## src/rtl/async_fifo_wr_ctrl.sv

```systemverilog
// rtl/async_fifo_wr_ctrl.sv - write-domain pointer, synchroniser, full and level control for the async FIFO
// Optional almost-full flag is built only when FIFO_ALMOST_FULL_EN is defined.
module async_fifo_wr_ctrl #(
   parameter int ADDR_WIDTH  = 4,
   parameter int SYNC_STAGES = 2,
   parameter int AF_THRESH   = (1 << ADDR_WIDTH) - 2
) (
   input  logic                  W_CLK,
   input  logic                  W_RST,
   input  logic                  W_INC,
   input  logic [ADDR_WIDTH:0]   R_Gray_Ptr,
   output logic                  W_CLK_en,
   output logic [ADDR_WIDTH-1:0] W_Addr,
   output logic [ADDR_WIDTH:0]   W_Gray_Ptr,
   output logic                  W_Full,
   output logic [ADDR_WIDTH:0]   W_Level,
   output logic                  W_Almost_Full
);

   localparam int A = ADDR_WIDTH;

   generate
      if (SYNC_STAGES < 2) begin : g_bad_sync
         $error("SYNC_STAGES must be at least 2");
      end
      if (ADDR_WIDTH < 2) begin : g_bad_addr
         $error("ADDR_WIDTH must be at least 2");
      end
   endgenerate

   function automatic logic [A:0] gray2bin(input logic [A:0] g);
      logic [A:0] b;
      b[A] = g[A];
      for (int i = A - 1; i >= 0; i--) begin
         b[i] = b[i+1] ^ g[i];
      end
      return b;
   endfunction

   logic [A:0] wbin;
   logic [A:0] wgray;
   logic [A:0] wbin_next;
   logic [A:0] wgray_next;
   logic [A:0] sync_q [SYNC_STAGES];
   logic [A:0] rq_sync;
   logic [A:0] rbin_sync;
   logic       push;
   logic       full_next;

   // Reset gates the enable so no RAM write can slip through while W_RST is low.
   assign push       = W_INC & ~W_Full & W_RST;
   assign wbin_next  = wbin + {{A{1'b0}}, push};
   assign wgray_next = (wbin_next >> 1) ^ wbin_next;
   assign rq_sync    = sync_q[SYNC_STAGES-1];
   assign rbin_sync  = gray2bin(rq_sync);
   assign full_next  = (wgray_next == {~rq_sync[A:A-1], rq_sync[A-2:0]});

   assign W_CLK_en   = push;
   assign W_Addr     = wbin[A-1:0];
   assign W_Gray_Ptr = wgray;
   assign W_Level    = wbin - rbin_sync;

   always_ff @(posedge W_CLK or negedge W_RST) begin
      if (!W_RST) begin
         for (int i = 0; i < SYNC_STAGES; i++) begin
            sync_q[i] <= '0;
         end
      end else begin
         sync_q[0] <= R_Gray_Ptr;
         for (int i = 1; i < SYNC_STAGES; i++) begin
            sync_q[i] <= sync_q[i-1];
         end
      end
   end

   always_ff @(posedge W_CLK or negedge W_RST) begin
      if (!W_RST) begin
         wbin   <= '0;
         wgray  <= '0;
         W_Full <= 1'b0;
      end else begin
         wbin   <= wbin_next;
         wgray  <= wgray_next;
         W_Full <= full_next;
      end
   end

`ifdef FIFO_ALMOST_FULL_EN
   logic [A:0] level_next;

   assign level_next = wbin_next - rbin_sync;

   always_ff @(posedge W_CLK or negedge W_RST) begin
      if (!W_RST) begin
         W_Almost_Full <= 1'b0;
      end else begin
         W_Almost_Full <= (int'(level_next) >= AF_THRESH);
      end
   end
`else
   generate
      if (AF_THRESH < 0) begin : g_af_unused
      end
   endgenerate

   assign W_Almost_Full = 1'b0;
`endif

endmodule

```

## config.mk

```make
export PLATFORM = sky130hd
export DESIGN_NAME = async_fifo_wr_ctrl
export DESIGN_NICKNAME = d
export VERILOG_FILES = /design/src/rtl/async_fifo_wr_ctrl.sv
export SDC_FILE = /design/constraint.sdc
export NUM_CORES = 1
export LEC_CHECK = 0
export CAP_MARGIN = 20
export CORE_MARGIN = 2
export CORE_UTILIZATION = 48
export DETAILED_ROUTE_END_ITERATION = 7
export PLACE_DENSITY = 0.77
export REMOVE_ABC_BUFFERS = 1
export SKIP_LAST_GASP = 1
export SLEW_MARGIN = 10
export SYNTH_ARGS = -nofsm -noshare
export SYNTH_HDL_FRONTEND = slang
export SYNTH_SLANG_ARGS = --single-unit
```

## constraint.sdc

```tcl
create_clock -name W_CLK -period 3.34 [get_ports W_CLK]
set_input_delay 0.501 -clock W_CLK [delete_from_list [all_inputs] [get_ports W_CLK]]
set_output_delay 0.501 -clock W_CLK [all_outputs]
set_load 0.01 [all_outputs]
```

==> impl_table.tex, run 1 <==
\begin{tabular}{lr}
\hline
Metric & Value \\
\hline
\multicolumn{2}{l}{\textbf{Outcome}} \\
Outcome & complete, no violations \\
\multicolumn{2}{l}{\textbf{Finish}} \\
Final Instance Area & 1390 um2 \\
Antenna cell count & 0 \\
Count of non-filler cells in the finished layout & 142 \\
Total Nets Final & 130 \\
Share of final-layout standard cells stronger than drive strength 1 & 0.158 \\
Area Growth Syn to Fin & 30.4\% \\
\multicolumn{2}{l}{\textbf{STA}} \\
Post-route clock skew & 0.00451 ns \\
Unrepaired setup endpoints after global routing & no \\
Count of pins over their slew limit & 0 \\
Final setup margin & 0.257 ns \\
Max Clock Freq & 324 MHz \\
Fin. Hold Viols & 0 \\
Share of the cycle needed by the critical path after routing & 0.923 \\
Final-layout setup total negative slack & 0 ns \\
Hold slack & 0.358 ns \\
Number of failing setup endpoints in the final timing report & 0 \\
Final critical path time including I/O delays and setup & 3.08 ns \\
\multicolumn{2}{l}{\textbf{Global route}} \\
Global-route usage over all layers & 0.152 \\
Global-route wire length before repair & 2940 um \\
Sum of overflow across all layers after global routing & 0 \\
Initial antenna violation count & 0 \\
Largest net degree at the start of global routing & 21 \\
Vias in the first global route & 673 \\
\multicolumn{2}{l}{\textbf{Run}} \\
Reported max-cap violation count & 0 \\
\multicolumn{2}{l}{\textbf{Routing}} \\
Detailed-routing iteration count for the pre-antenna-repair pass & 4 \\
Wire length per cell & 11.9 um \\
DRC errors left & 0 \\
Count of vias placed by the detailed router & 668 \\
1st-iter DRT viols & 7 \\
Final WL & 1690 um \\
Residual antenna-violating net count after detailed routing & 0 \\
Average via count per standard cell & 4.70 \\
\multicolumn{2}{l}{\textbf{Floorplanning}} \\
Chip height & 51.1 um \\
Starting utilization of the core area & 0.496 \\
Site row count & 17 \\
Number of top-level pins & 25 \\
Width of the die & 51.1 um \\
Total die area & 2610 um2 \\
Core outline area & 2150 um2 \\
\multicolumn{2}{l}{\textbf{Place}} \\
Number of buffers added on ports & 23 \\
GPL Wtd Cong & 0.795 \\
Placed cell area & 1290 um2 \\
Pre-CTS setup slack & 0.0394 ns \\
DPL Wire Length & 1300 um \\
Count of placed standard cells including taps & 134 \\
\multicolumn{2}{l}{\textbf{Power}} \\
Max VDD drop & 501 uV \\
Leakage power figure & 0.630 nW \\
Power density cells & 958 nW/um2 \\
\multicolumn{2}{l}{\textbf{Setup path}} \\
Largest fanout on the critical path & 2 \\
Slowest-stage cell, CP & dfrtp\_1 \\
Worst reg2reg setup slack & 1.06 ns \\
Worst path cell trace & xnor2\_2 > xor2\_2 > xor2\_2 > xnor2\_1 > ha\_2 > fa\_1 > inv\_1 > a21o\_1 > a21oi\_1 > xnor2\_1 > clkbuf\_2 \\
Largest delay share family, worst path & XOR/XNOR gates \\
Arrival @ worst endpoint & 2.58 ns \\
Worst path buffer plus inverter count & 2 \\
Category of the worst setup path launch point & flip-flop \\
Required time worst endpoint & 2.84 ns \\
Classification of the worst setup path & reg -> out \\
Worst setup EP type & output pin \\
Delay of the slowest cell on the worst path & 0.43 ns \\
\multicolumn{2}{l}{\textbf{Yosys}} \\
Avg Inst Size Synth & 12.1 um2 \\
Post-synthesis cell area & 1060 um2 \\
Most instantiated flip-flop cell in the synthesis netlist & dfrtp\_1 \\
Number of warning messages in the yosys log & 0 \\
Top-count cell post-synth & dfrtp\_1 \\
Largest cells by area after synthesis & dfrtp\_1, xnor2\_1, ha\_1 \\
Yosys reg bits & 20 \\
Unique cell type count in the Yosys netlist & 28 \\
Share of synthesized area occupied by flip-flops and latches & 0.470 \\
Count of flip-flops with a built-in enable after synthesis & 0 \\
Top-area cell type share of the netlist area & 0.470 \\
Synthesized instance count & 88 \\
Async set-reset flop share out of synthesis & 1.00 \\
Library cell occupying the most area in the post-synthesis netlist & dfrtp\_1 \\
Synth cell count leaders & dfrtp\_1, xnor2\_1, inv\_1, ha\_1, xor2\_1 \\
\multicolumn{2}{l}{\textbf{Clock tree}} \\
Clock tree from TritonCTS & built \\
Root buf cell & clkbuf\_4 \\
Clock-pin slew on the worst setup and hold paths & 0.11 ns \\
Clock H-tree levels & 1 \\
Total CTS buffers & 3 \\
Clock network latency to the later pin of the worst-skew pair & 0.29 ns \\
Total clock sinks & 20 \\
Buffer levels on the longest clock path & 2 \\
\multicolumn{2}{l}{\textbf{Hold path}} \\
Class of the most critical hold timing path & reg -> reg \\
\hline
\end{tabular}
## timing repair
action,in CTS,in global routing
gates cloned,0,0
endpoints found under the setup margin,4,4
setup buffers,2,2
hold buffers,0,0
resized for setup,2,6
pin swaps,2,3
## cell type report
class                           instances  area [um2]
Fill cell                             166         759
Clock buffer                            3        22.5
Sequential cell                        20         500
Timing Repair Buffer                   28         270
Tap cell                               28        35.0
Multi-Input combinational cell         54         500
Clock inverter                          1        30.0
Inverter                                8        30.0
## final timing paths
kind                                       to  cells after the start        from
worst min register to register     rq_sync[0]                      0   sync_q[5]
min in group asynchronous       W_Gray_Ptr[3]                      2       W_RST
worst max-delay path               W_Level[4]                     11  rq_sync[4]
worst min-delay path               rq_sync[0]                      0   sync_q[5]
max in group asynchronous          rq_sync[0]                      2       W_RST
worst max register to register         W_Full                      7      W_Full
## metal layers
metal,share of wire,vias to the layer above,track usage,wire [um]
li1,-,327,-,-
met5,0,-,0,0
met4,0.018,0,0.0856,31
met1,0.41,323,0.186,685
met3,0.037,4,0.0205,62
met2,0.54,14,0.258,907
## sequential cells by signal (all words and copies together), names as in the netlist
signal      flops
rq_sync         5
W_Full          1
wbin            5
W_Gray_Ptr      4
sync_q          5
## cell usage in the layout (no fill, tap or decap), types with 2 or more instances in the layout
cell,instances
a21o_1,2
xor2_1,4
ha_1,5
clkdlybuf4s50_1,19
nand3_1,2
clkbuf_4,3
xnor2_1,16
xor2_2,2
dfrtp_1,20
a21oi_1,3
inv_1,8
dlymetal6s2s_1,3
buf_4,5
o22ai_1,2
nand2_1,2
nor2_1,2
nand2b_1,2
## logic make-up after synthesis
logic type | Yosys count | synth area share
compound gates | 11 | 0.0834
xor+xnor | 24 | 0.229
fa+ha+maj | 7 | 0.0893
buf+inv | 14 | 0.0693
flops | 20 | 0.470
other cells | 1 | 0.00352
simple gates | 11 | 0.0552
## worst register-to-register path, cell delays in order (launching register included)
cell and delay [ns]:
dfrtp_1 0.40, nor2_1 0.17, ha_1 0.27, ha_1 0.47, xor2_4 0.14, xor2_1 0.18
or3_1 0.36, a211oi_2 0.22
## power breakdown
part | internal, mW | switching (mW)
logic | 0.421 | 0.327
registers | 0.309 | 0.0832
clock network | 0.121 | 0.0698
## stage by stage
step	total power [mW]	util
after floorplan	0.839	-
after global placement	1.14	0.602
after detailed placement	1.17	0.602
after CTS	1.36	0.637
after global routing	1.43	0.646
final	1.33	0.646
(Power assumes the default switching activity.)
==> inputs of run 2 (changes only) <==
- PLACE_DENSITY: 0.77 -> 0.81
==> impl_table.tex, run 2 (synthesis results as in run 1) <==
\begin{tabular}{lr}
\hline
Metric & Value \\
\hline
\multicolumn{2}{l}{\textbf{Finish}} \\
Layout Utilization & 0.643 (was 0.646) \\
Share of final-layout standard cells stronger than drive strength 1 & 0.183 (was 0.158) \\
Most common cell after layout, fill and taps aside & dfrtp\_1 (unchanged) \\
Area Growth Syn to Fin & 29.7\% (was 30.4\%) \\
Most frequent cells in the layout & dfrtp\_1, clkdlybuf4s50\_1, xnor2\_1 (unchanged) \\
Count of non-filler cells in the finished layout & 143 (was 142) \\
Antenna cell count & 0 (unchanged) \\
Total Nets Final & 132 (was 130) \\
\multicolumn{2}{l}{\textbf{Routing}} \\
Wire length per cell & 12.8 um (was 11.9 um) \\
Count of vias placed by the detailed router & 678 (was 668) \\
DRC errors left & 0 (unchanged) \\
Average via count per standard cell & 4.74 (was 4.70) \\
Residual antenna-violating net count after detailed routing & 0 (unchanged) \\
Final WL & 1840 um (was 1690 um) \\
1st-iter DRT viols & 12 (was 7) \\
Detailed-routing iteration count for the pre-antenna-repair pass & 4 (unchanged) \\
\multicolumn{2}{l}{\textbf{Setup path}} \\
Source of the worst register-to-register timing path & W\_Full (unchanged) \\
Depth of the worst register-to-register path & 8 (was 7) \\
Classification of the worst setup path & reg -> out (unchanged) \\
Arrival @ worst endpoint & 2.67 ns (was 2.58 ns) \\
Worst reg2reg setup slack & 1.06 ns (about the same) \\
Worst setup EP type & output pin (unchanged) \\
Largest fanout on the critical path & 2 (unchanged) \\
Required time worst endpoint & 2.84 ns (about the same) \\
Category of the worst setup path launch point & flip-flop (unchanged) \\
Crit Reg-Reg Endpoint & W\_Full (unchanged) \\
\multicolumn{2}{l}{\textbf{Power}} \\
Leakage power figure & 0.623 nW (was 0.630 nW) \\
Total chip power & 1.27 mW (was 1.33 mW) \\
Power density cells & 922 nW/um2 (was 958 nW/um2) \\
Max VDD drop & 473 uV (was 501 uV) \\
\multicolumn{2}{l}{\textbf{Global route}} \\
Global-route wire length before repair & 3120 um (was 2940 um) \\
Largest net degree at the start of global routing & 21 (unchanged) \\
Global-route usage over all layers & 0.167 (was 0.152) \\
Sum of overflow across all layers after global routing & 0 (unchanged) \\
Initial antenna violation count & 0 (unchanged) \\
Vias in the first global route & 708 (was 673) \\
\multicolumn{2}{l}{\textbf{STA}} \\
Post-route clock skew & 0.00524 ns (was 0.00451 ns) \\
Final setup margin & 0.170 ns (was 0.257 ns) \\
Count of pins over their slew limit & 0 (unchanged) \\
Final-layout setup total negative slack & 0 ns (unchanged) \\
Fin. Hold Viols & 0 (unchanged) \\
Max Clock Freq & 315 MHz (was 324 MHz) \\
Share of the cycle needed by the critical path after routing & 0.949 (was 0.923) \\
Final critical path time including I/O delays and setup & 3.17 ns (was 3.08 ns) \\
Number of failing setup endpoints in the final timing report & 0 (unchanged) \\
Unrepaired setup endpoints after global routing & no (unchanged) \\
\multicolumn{2}{l}{\textbf{Clock tree}} \\
Root buf cell & clkbuf\_4 (unchanged) \\
Clock-pin slew on the worst setup and hold paths & 0.10 ns (was 0.11 ns) \\
Clock network latency to the later pin of the worst-skew pair & 0.29 ns (about the same) \\
Total CTS buffers & 3 (unchanged) \\
Buffer levels on the longest clock path & 2 (unchanged) \\
Total clock sinks & 20 (unchanged) \\
Cts hold-fix bufs & 0 (unchanged) \\
Clock H-tree levels & 1 (unchanged) \\
Clock tree from TritonCTS & built (unchanged) \\
\multicolumn{2}{l}{\textbf{Floorplanning}} \\
Total die area & 2610 um2 (unchanged) \\
Number of top-level pins & 25 (unchanged) \\
Site row count & 17 (unchanged) \\
Core outline area & 2150 um2 (unchanged) \\
Width of the die & 51.1 um (unchanged) \\
Chip height & 51.1 um (unchanged) \\
Starting utilization of the core area & 0.496 (unchanged) \\
\multicolumn{2}{l}{\textbf{Place}} \\
Number of buffers added on ports & 23 (unchanged) \\
Count of placed standard cells including taps & 134 (unchanged) \\
Pre-CTS setup slack & 0.00164 ns (was 0.0394 ns) \\
DPL Wire Length & 1370 um (was 1300 um) \\
GPL Wtd Cong & 0.841 (was 0.795) \\
\multicolumn{2}{l}{\textbf{Hold path}} \\
Hold Path Sink & rq\_sync[0] (unchanged) \\
Class of the most critical hold timing path & reg -> reg (unchanged) \\
Launch point of the worst hold path & sync\_q[5] (unchanged) \\
Number of cells on the worst hold path & 0 (unchanged) \\
\multicolumn{2}{l}{\textbf{Outcome}} \\
Outcome & complete, no violations (unchanged) \\
\multicolumn{2}{l}{\textbf{Run}} \\
Reported max-cap violation count & 0 (unchanged) \\
\hline
\end{tabular}
==> run 2: critical path, cell delays in order (launching register included) <==
cell,delay (ns)
dfrtp_1,0.43
xnor2_2,0.23
xor2_2,0.21
xor2_2,0.23
buf_4,0.14
buf_4,0.10
inv_1,0.05
fa_1,0.43
inv_1,0.07
a21o_1,0.12
a21oi_2,0.06
xnor2_1,0.16
clkbuf_2,0.16
==> run 2: where the power goes <==
group / internal (mW) / total (mW) / leakage [nW] / switching (mW)
Combinational: 0.427 / 0.777 / 0.372 / 0.350
Sequential: 0.309 / 0.392 / 0.238 / 0.0831
Clock: 0.0418 / 0.105 / 0.0138 / 0.0636
==> run 2: layout make-up <==
type	instances	area, um2
tap	28	35.0
fill	168	767
sequential	20	500
multi-input combinational	54	512
timing repair buffer	30	282
clock buffer	3	22.5
inverter	8	30.0
==> run 2: repair_timing <==
action	in CTS	in global routing
resized for setup	4	6
pin swaps	2	3
setup endpoints to repair	4	3
setup buffers	3	3
endpoints found under the hold margin	0	0
==> run 2: how the worst max path moves through the flow <==
stage / from / end / slack (ns)
after global placement: rq_sync[4] / W_Level[4] / 0.16
after CTS: rq_sync[3] / W_Level[2] / 0.04
after detailed placement: rq_sync[4] / W_Level[4] / 0.002
final: rq_sync[4] / W_Level[4] / 0.17
after floorplan: rq_sync[4] / W_Level[4] / 0.66
after global routing: rq_sync[4] / W_Level[3] / 0.004
==> run 2: stage by stage <==
step / hold WS, ns / cell area (um2)
after floorplan: 0.205 / 1020
after global placement: 0.333 / 1290
after detailed placement: 0.336 / 1290
after CTS: 0.360 / 1350
after global routing: 0.371 / 1380
final: 0.359 / 1380
==> run 2: routing by layer <==
layer  GRT usage  part of all wire
met1       0.199              0.41
met2       0.292              0.55
met3      0.0175             0.033
met4      0.0946            0.0076
met5           0                 0
==> inputs of run 3 (changes only) <==
- CORE_MARGIN: 2 -> unset
- SLEW_MARGIN: 10 -> unset
==> impl_table.tex, run 3 (synthesis results as in run 1) <==
\begin{tabular}{lr}
\hline
Metric & Value \\
\hline
\multicolumn{2}{l}{\textbf{Place}} \\
DPL Wire Length & 1300 um (was 1370 um) \\
Pre-CTS setup slack & 0.0460 ns (was 0.00164 ns) \\
GPL Wtd Cong & 0.753 (was 0.841) \\
Number of buffers added on ports & 23 (unchanged) \\
Count of placed standard cells including taps & 133 (was 134) \\
\multicolumn{2}{l}{\textbf{Hold path}} \\
Class of the most critical hold timing path & reg -> reg (unchanged) \\
Launch point of the worst hold path & sync\_q[5] (unchanged) \\
\multicolumn{2}{l}{\textbf{Floorplanning}} \\
Total die area & 2410 um2 (was 2610 um2) \\
Width of the die & 49.1 um (was 51.1 um) \\
Chip height & 49.1 um (was 51.1 um) \\
Starting utilization of the core area & 0.527 (was 0.496) \\
Number of top-level pins & 25 (unchanged) \\
Site row count & 16 (was 17) \\
Core outline area & 2020 um2 (was 2150 um2) \\
\multicolumn{2}{l}{\textbf{Finish}} \\
Count of non-filler cells in the finished layout & 143 (unchanged) \\
Total Nets Final & 132 (unchanged) \\
Seq. cell area & 500 um2 (unchanged) \\
Multi-input gate area & 500 um2 (was 512 um2) \\
Filler cell count in the final layout & 145 (was 168) \\
Share of final-layout standard cells stronger than drive strength 1 & 0.172 (was 0.183) \\
Most frequent cells in the layout & dfrtp\_1, clkdlybuf4s50\_1, xnor2\_1 (unchanged) \\
Area Growth Syn to Fin & 31.5\% (was 29.7\%) \\
Antenna cell count & 0 (unchanged) \\
Layout Utilization & 0.692 (was 0.643) \\
\multicolumn{2}{l}{\textbf{Clock tree}} \\
Buffer levels on the longest clock path & 2 (unchanged) \\
Total clock sinks & 20 (unchanged) \\
Total CTS buffers & 3 (unchanged) \\
Clock H-tree levels & 1 (unchanged) \\
Clock network latency to the later pin of the worst-skew pair & 0.30 ns (was 0.29 ns) \\
Cts hold-fix bufs & 0 (unchanged) \\
Clock-pin slew on the worst setup and hold paths & 0.12 ns (was 0.10 ns) \\
Clock tree from TritonCTS & built (unchanged) \\
Root buf cell & clkbuf\_4 (unchanged) \\
\multicolumn{2}{l}{\textbf{Routing}} \\
1st-iter DRT viols & 4 (was 12) \\
DRC errors left & 0 (unchanged) \\
Final WL & 1710 um (was 1840 um) \\
Average via count per standard cell & 4.75 (was 4.74) \\
Wire length per cell & 11.9 um (was 12.8 um) \\
Detailed-routing iteration count for the pre-antenna-repair pass & 4 (unchanged) \\
Count of vias placed by the detailed router & 679 (was 678) \\
Residual antenna-violating net count after detailed routing & 0 (unchanged) \\
\multicolumn{2}{l}{\textbf{STA}} \\
Hold slack & 0.361 ns (was 0.359 ns) \\
Final setup margin & 0.115 ns (was 0.170 ns) \\
Max Clock Freq & 310 MHz (was 315 MHz) \\
Share of the cycle needed by the critical path after routing & 0.966 (was 0.949) \\
Fin. Hold Viols & 0 (unchanged) \\
Final critical path time including I/O delays and setup & 3.23 ns (was 3.17 ns) \\
Count of pins over their slew limit & 0 (unchanged) \\
Number of failing setup endpoints in the final timing report & 0 (unchanged) \\
Post-route clock skew & 0.0122 ns (was 0.00524 ns) \\
\multicolumn{2}{l}{\textbf{Power}} \\
Max VDD drop & 516 uV (was 473 uV) \\
Leakage power figure & 0.630 nW (was 0.623 nW) \\
Total chip power & 1.35 mW (was 1.27 mW) \\
Power density cells & 964 nW/um2 (was 922 nW/um2) \\
\multicolumn{2}{l}{\textbf{Global route}} \\
Vias in the first global route & 690 (was 708) \\
GRT Max-Usage Layer & met2 (unchanged) \\
Global-route usage over all layers & 0.163 (was 0.167) \\
Global-route wire length before repair & 2950 um (was 3120 um) \\
Global routing usage on met2 & 0.304 (was 0.292) \\
Fraction of met3 tracks used by global routing & 0.0187 (was 0.0175) \\
Largest net degree at the start of global routing & 21 (unchanged) \\
Met1 Track Usage GR & 0.195 (was 0.199) \\
Sum of overflow across all layers after global routing & 0 (unchanged) \\
Initial antenna violation count & 0 (unchanged) \\
\multicolumn{2}{l}{\textbf{Setup path}} \\
Critical Path Start & rq\_sync[4] (unchanged) \\
Source of the worst register-to-register timing path & W\_Full (unchanged) \\
Arrival @ worst endpoint & 2.72 ns (was 2.67 ns) \\
Classification of the worst setup path & reg -> out (unchanged) \\
Largest fanout on the critical path & 2 (unchanged) \\
Category of the worst setup path launch point & flip-flop (unchanged) \\
Required time worst endpoint & 2.84 ns (about the same) \\
Worst setup EP type & output pin (unchanged) \\
\multicolumn{2}{l}{\textbf{Run}} \\
Reported max-cap violation count & 0 (unchanged) \\
\multicolumn{2}{l}{\textbf{Outcome}} \\
Outcome & complete, no violations (unchanged) \\
\hline
\end{tabular}
-- run 3: power by group --
| group | total, mW | internal (mW) | switching [mW] |
|---|---|---|---|
| logic | 0.765 | 0.430 | 0.335 |
| clock network | 0.195 | 0.121 | 0.0738 |
| registers | 0.389 | 0.308 | 0.0811 |
| total | 1.35 | 0.859 | 0.490 |
-- run 3: worst paths after layout --
check | to | slack (ns) | cells after the start
min | rq_sync[0] | 0.36 | 0
max in group asynchronous | W_Full | 2.55 | 2
max | W_Level[1] | 0.11 | 8
max reg2reg | W_Full | 1.09 | 7
min reg2reg | rq_sync[0] | 0.36 | 0
min in group asynchronous | wbin[3] | 0.58 | 2
-- run 3: repair_timing --
item	in CTS	in global routing
endpoints found under the setup margin	3	4
endpoints found under the hold margin	0	0
resized for setup	2	5
buffers inserted	4	2
pin swaps	2	2
-- run 3: final cells by class --
class,instances,area share
Inverter,8,0.0214
Clock buffer,3,0.0161
Multi-Input combinational cell,54,0.357
Timing Repair Buffer,30,0.202
Tap cell,27,0.0241
Clock inverter,1,0.0214
Sequential cell,20,0.357
-- run 3: per-layer routing --
metal / routed length, um / vias up / share of wire
li1: - / 336 / -
met1: 700 / 327 / 0.41
met2: 955 / 16 / 0.56
met3: 49 / 0 / 0.029
met4: 0 / 0 / 0
met5: 0 / - / 0
-- run 3: critical path: stages (launching register included) --
cell	delay [ns]
dfrtp_1	0.43
xnor2_2	0.23
xor2_2	0.22
xor2_2	0.20
xnor2_1	0.15
ha_2	0.21
fa_1	0.40
inv_1	0.06
clkdlybuf4s50_1	0.52
-- run 3: per-stage QoR --
stage	setup TNS [ns]	instance area (um2)
CTS	0	1380
global placement	0	1290
detailed placement	0	1290
global route	-0.0106	1400
finish	0	1400
floorplan	0	1020
==> variant 1, RTL diff (flow settings as in run 3) <==
Register the output `W_Level`, cleared by the reset; this adds one clock of latency there. The other outputs are not delayed to match.
--- a/src/rtl/async_fifo_wr_ctrl.sv
+++ b/src/rtl/async_fifo_wr_ctrl.sv
@@ -58,7 +58,13 @@
    assign W_CLK_en   = push;
    assign W_Addr     = wbin[A-1:0];
    assign W_Gray_Ptr = wgray;
-   assign W_Level    = wbin - rbin_sync;
+   always_ff @(posedge W_CLK or negedge W_RST) begin
+      if (!W_RST) begin
+         W_Level <= '0;
+      end else begin
+         W_Level <= wbin - rbin_sync;
+      end
+   end
 
    always_ff @(posedge W_CLK or negedge W_RST) begin
       if (!W_RST) begin
Behaviour: not the same (a bounded check fails within 4 cycles, from zero or initial values and one cycle with W_RST low).
==> variant 1 against run 3 <==
Power down 1.9%. Combinational power fell by 9.4%. Highest routed layer is now met4. Non-clock buffer count shrank 6. Largest power group unchanged. Final area rose by 3.2%. Area after synthesis is 12% higher. Sequential cell count increased by 5. Setup slack improved by 620 ps. Hold slack better by 2.6 ps. Routed wire length increased by 12%.
==> variant 1: results (changes against run 3) <==
outcome:
  outcome: "completed"
power:
  p_switching_uw: 491  # +0.31%
  power_leakage_nw: 0.628  # -0.28%
  p_int_uw: 832  # -3.2%
  vdd_ir_drop_max_uv: 609  # +18%
  powerComb_uw: 693  # -9.4%
  p_seq_share_pct: 37.6  # +8.7 points
routing:
  vias: 720  # +6.0%
  dr_wl_met3_um: 63  # +29%
  detail_route.iter0.violations: 8  # +4
  top_layer: "met4"
  drt-met1-wl_um: 796  # +14%
  met2_length_um: 1020  # +6.3%
  routed_wl_um: 1920  # +12%
  drcViolationCount: 0  # unchanged
  dr.pass1.iters: 4  # unchanged
place:
  dp_hpwl_um: 1450  # +11%
  dpl_worst_slack_ps: 394  # +348 ps
  port_buffers: 23  # unchanged
  place.gp.congestion: 0.770  # +2.2%
clocking:
  post_cts_resized: 0  # -2
  htree_num_levels: 1  # unchanged
  cts_buffers: 3  # unchanged
  clkSlewWorstSetupHoldPaths_ps: 130
  clock_latency_ps: 320  # +20 ps
  postCtsSetupRepairBufs: 0  # -4
  clockBufferDepth: 2  # unchanged
  root_buffer: "clkbuf_4"
worst_hold_path:
  hold_path_class: "reg2reg"
yosys:
  synthTopCellsByCount: "dfrtp_1, xnor2_1, inv_1"
  async_reset_ff_share_pct: 100  # unchanged
  ys_top_cells_by_area: "dfrtp_1, xnor2_1, ha_1"
  synth-seq-area-share_pct: 52.6  # +5.6 points
  ys.flop_type: "dfrtp_1"
  synth-edff-count: 0  # unchanged
  yosysWarnings: 0  # unchanged
  yosysUniqueCellTypes: 28  # unchanged
cells_and_area:
  drive_gt1_share_pct: 8.70  # -8.5 points
  nNetsFinal: 131  # -0.76%
  antenna_cells: 0  # unchanged
  n_fill_cell: 178  # +23%
global_routing:
  first_global_vias: 764  # +11%
  globalRouteMet3Util_pct: 3.51  # +1.6 points
  grt_pass1_wl_um: 3380  # +15%
  gr-usage-all-layers_pct: 18.3  # +2.0 points
  grt.met1_usage_pct: 20.2  # +0.61 points
  grtUsageMet2_pct: 32.9  # +2.5 points
  antenna_found_initial: 0  # unchanged
  grt_max_degree: 26  # +24%
setup_path:
  arrival_ps: 2850  # +130 ps
  slowest_delay_ps: 490  # -30 ps
  path_max_fanout: 8  # +6
  crit_family: "adder cells"
  cp_slowest_cell: "clkdlybuf4s50_1"
timing:
  finClkSkew_ps: 2.08  # -10.1 ps
[variant 1: cell types whose count changed in the layout (fill, tap and decap cells not counted), sizes merged]
cell,delta
dfrtp,+5
clkdlybuf4s50,+3
bufinv,-1
dlymetal6s2s,-2
buf,-6
[variant 1: final timing paths]
| kind | cells past startpoint | from | end | slack, ps |
|---|---|---|---|---|
| max | 9 | W_RST | W_Full | 730 |
| min | 0 | sync_q[5] | rq_sync[0] | 360 |
| max reg2reg | 10 | rq_sync[4] | W_Level[4] | 970 |
| min reg2reg | 0 | sync_q[5] | rq_sync[0] | 360 |
| max in group asynchronous | 2 | W_RST | rq_sync[3] | 2530 |
| min in group asynchronous | 2 | W_RST | W_Level[2] | 580 |
[variant 1: metrics by stage]
| step | area, um^2 | cells |
|---|---|---|
| floorplan | 1150 | 87 |
| global placement | 1420 | 139 |
| detailed placement | 1420 | 139 |
| CTS | 1450 | 143 |
| global route | 1450 | 143 |
| finish | 1450 | 143 |
[variant 1: logic make-up (layout without fill, tap and decap cells)]
family	count (synthesis)	after routing	synth area share [%]
AOI/OAI and AO/OA	11	11	7.47
xor gates and xnor gates	24	24	20.5
adders and majority gates	7	7	7.99
buffers and inverters	14	36	6.20
DFF	25	25	52.6
other	1	1	0.315
and+or+nand+nor	11	11	4.94
[variant 1: cell type report]
cell class / instances / area (um^2) / area share [%]
Clock buffer: 4 / 26.3 / 1.82
Timing Repair Buffer: 24 / 238 / 16.5
Sequential cell: 25 / 626 / 43.3
Multi-Input combinational cell: 54 / 490 / 33.9
Inverter: 8 / 30.0 / 2.08
Tap cell: 28 / 35.0 / 2.42
==> variant 2, RTL diff (settings of run 3) <==
Without the edit above. Change the parameter `SYNC_STAGES` from 2 to 8.
--- a/src/rtl/async_fifo_wr_ctrl.sv
+++ b/src/rtl/async_fifo_wr_ctrl.sv
@@ -2,7 +2,7 @@
 // Optional almost-full flag is built only when FIFO_ALMOST_FULL_EN is defined.
 module async_fifo_wr_ctrl #(
    parameter int ADDR_WIDTH  = 4,
-   parameter int SYNC_STAGES = 2,
+   parameter int SYNC_STAGES = 8,
    parameter int AF_THRESH   = (1 << ADDR_WIDTH) - 2
 ) (
    input  logic                  W_CLK,
Check against the original RTL: not equivalent (a bounded check fails within 4 cycles, from zero or initial values and one cycle with W_RST low).
==> variant 2 against run 3 <==
Non-clock buffer count grew 1. Power rose by 41%. Area after synthesis increased by 71%. Via count is 35% higher. Critical endpoint unchanged. Critical path type unchanged. Routed wire length increased by 54%. Setup slack lost 17 ps. Sequential cell count is 30 higher. Final area rose by 58%. Critical path depth stayed put.
==> variant 2: results (changes against run 3) <==
outcome:
  outcome: "completed"
global_routing:
  globalRouteMet3Util_pct: 5.43  # +3.6 points
  gr-usage-all-layers_pct: 15.3  # -0.97 points
  grtUsageMet2_pct: 25.9  # -4.4 points
  grt.met1_usage_pct: 16.3  # -3.2 points
  first_global_vias: 988  # +43%
  grt_pass1_wl_um: 4420  # +50%
  grt_max_degree: 51  # +140%
timing:
  finClkSkew_ps: 5.35  # -6.86 ps
  whs_ps: 353  # -8.05 ps
yosys:
  avgSynthCellArea_um2: 15.4  # +27%
  synth.mux.area_fraction_pct: 0  # unchanged
  async_reset_ff_share_pct: 100  # unchanged
  synth-seq-area-share_pct: 68.9  # +22 points
  synth_xor_area_share_pct: 13.4  # -9.5 points
  synthTopCellsByCount: "dfrtp_1, xnor2_1, inv_1"
  ys_top_cells_by_area: "dfrtp_1, xnor2_1, ha_1"
  synth_adder_area_share_pct: 5.24  # -3.7 points
  synth_compound_area_share_pct: 4.89  # -3.4 points
clocking:
  postCtsSetupRepairBufs: 3  # -1
  clkSlewWorstSetupHoldPaths_ps: 80  # -40 ps
  cts_buffers: 5  # +2
  root_buffer: "clkbuf_8"
  htree_num_levels: 2  # +1
  post_cts_resized: 2  # unchanged
setup_path:
  r2r_setup_slack_ps: 1000  # -90 ps
  r2r-start: "W_Full"
  cp-startpoint: "rq_sync[4]"
  arrival_ps: 2740  # +20 ps
  reg2regPathDepth: 8  # +1
routing:
  viasPerCell: 4.66  # -1.8%
  dr.pass1.iters: 3  # -1
  met2_length_um: 1330  # +40%
  vias: 914  # +35%
  wire_per_inst_um: 13.4  # +12%
  dr_wl_met3_um: 129  # +160%
  detail_route.iter0.violations: 21  # +17
  drt-met1-wl_um: 1070  # +53%
  top_layer: "met4"
place:
  dpl_worst_slack_ps: 4.20  # -41.8 ps
  dpl.cell_count: 182  # +37%
  dp_hpwl_um: 1810  # +39%
  place.gp.congestion: 0.789  # +4.8%
  dpl-instance-area_mm2: 0.00206  # +60%
worst_hold_path:
  min_from: "sync_q[17]"
  holdPathEnd: "sync_q[12]"
cells_and_area:
  final_area_mm2: 0.00221  # +58%
  nNetsFinal: 165  # +25%
  antenna_cells: 0  # unchanged
  drive_gt1_share_pct: 17.3  # +0.092 points
  largest_register_ffs: 35
power:
  vdd_ir_drop_max_uv: 414  # -20%
  p_int_mw: 1.27  # +48%
  powerClk_uw: 315  # +62%
  p_clk_share_pct: 16.6  # +2.1 points
  p_seq_share_pct: 41.2  # +12 points
  power_leakage_nw: 1.00  # +59%
job:
  maxCapViolCount: 0  # unchanged
[variant 2: cell count changes after synthesis]
cell            run 3  this run
dfrtp_1            20        50
[variant 2: worst max-delay path: stages (launching register included)]
cell,delay [ps]
dfrtp_1,420
xnor2_2,240
xor2_2,240
xor2_2,200
xnor2_1,150
ha_2,220
fa_1,410
inv_1,60
clkdlybuf4s50_1,520
[variant 2: how the worst max path moves through the flow]
| stage | endpoint | slack, ps | cells after the start |
|---|---|---|---|
| global placement | W_Level[4] | 160 | 11 |
| global route | W_Level[4] | -3 | 12 |
| finish | W_Level[1] | 100 | 8 |
| detailed placement | W_Level[4] | 4 | 11 |
| floorplan | W_Level[4] | 650 | 10 |
| CTS | W_Level[3] | 20 | 10 |
[variant 2: final cells by class]
class | instances | area, um^2
inverter | 8 | 30.0
tap | 46 | 57.6
clock inverter | 2 | 10.0
clock buffer | 5 | 68.8
timing repair buffer | 31 | 285
fill | 279 | 1260
multi-input combinational | 54 | 504
sequential | 50 | 1250
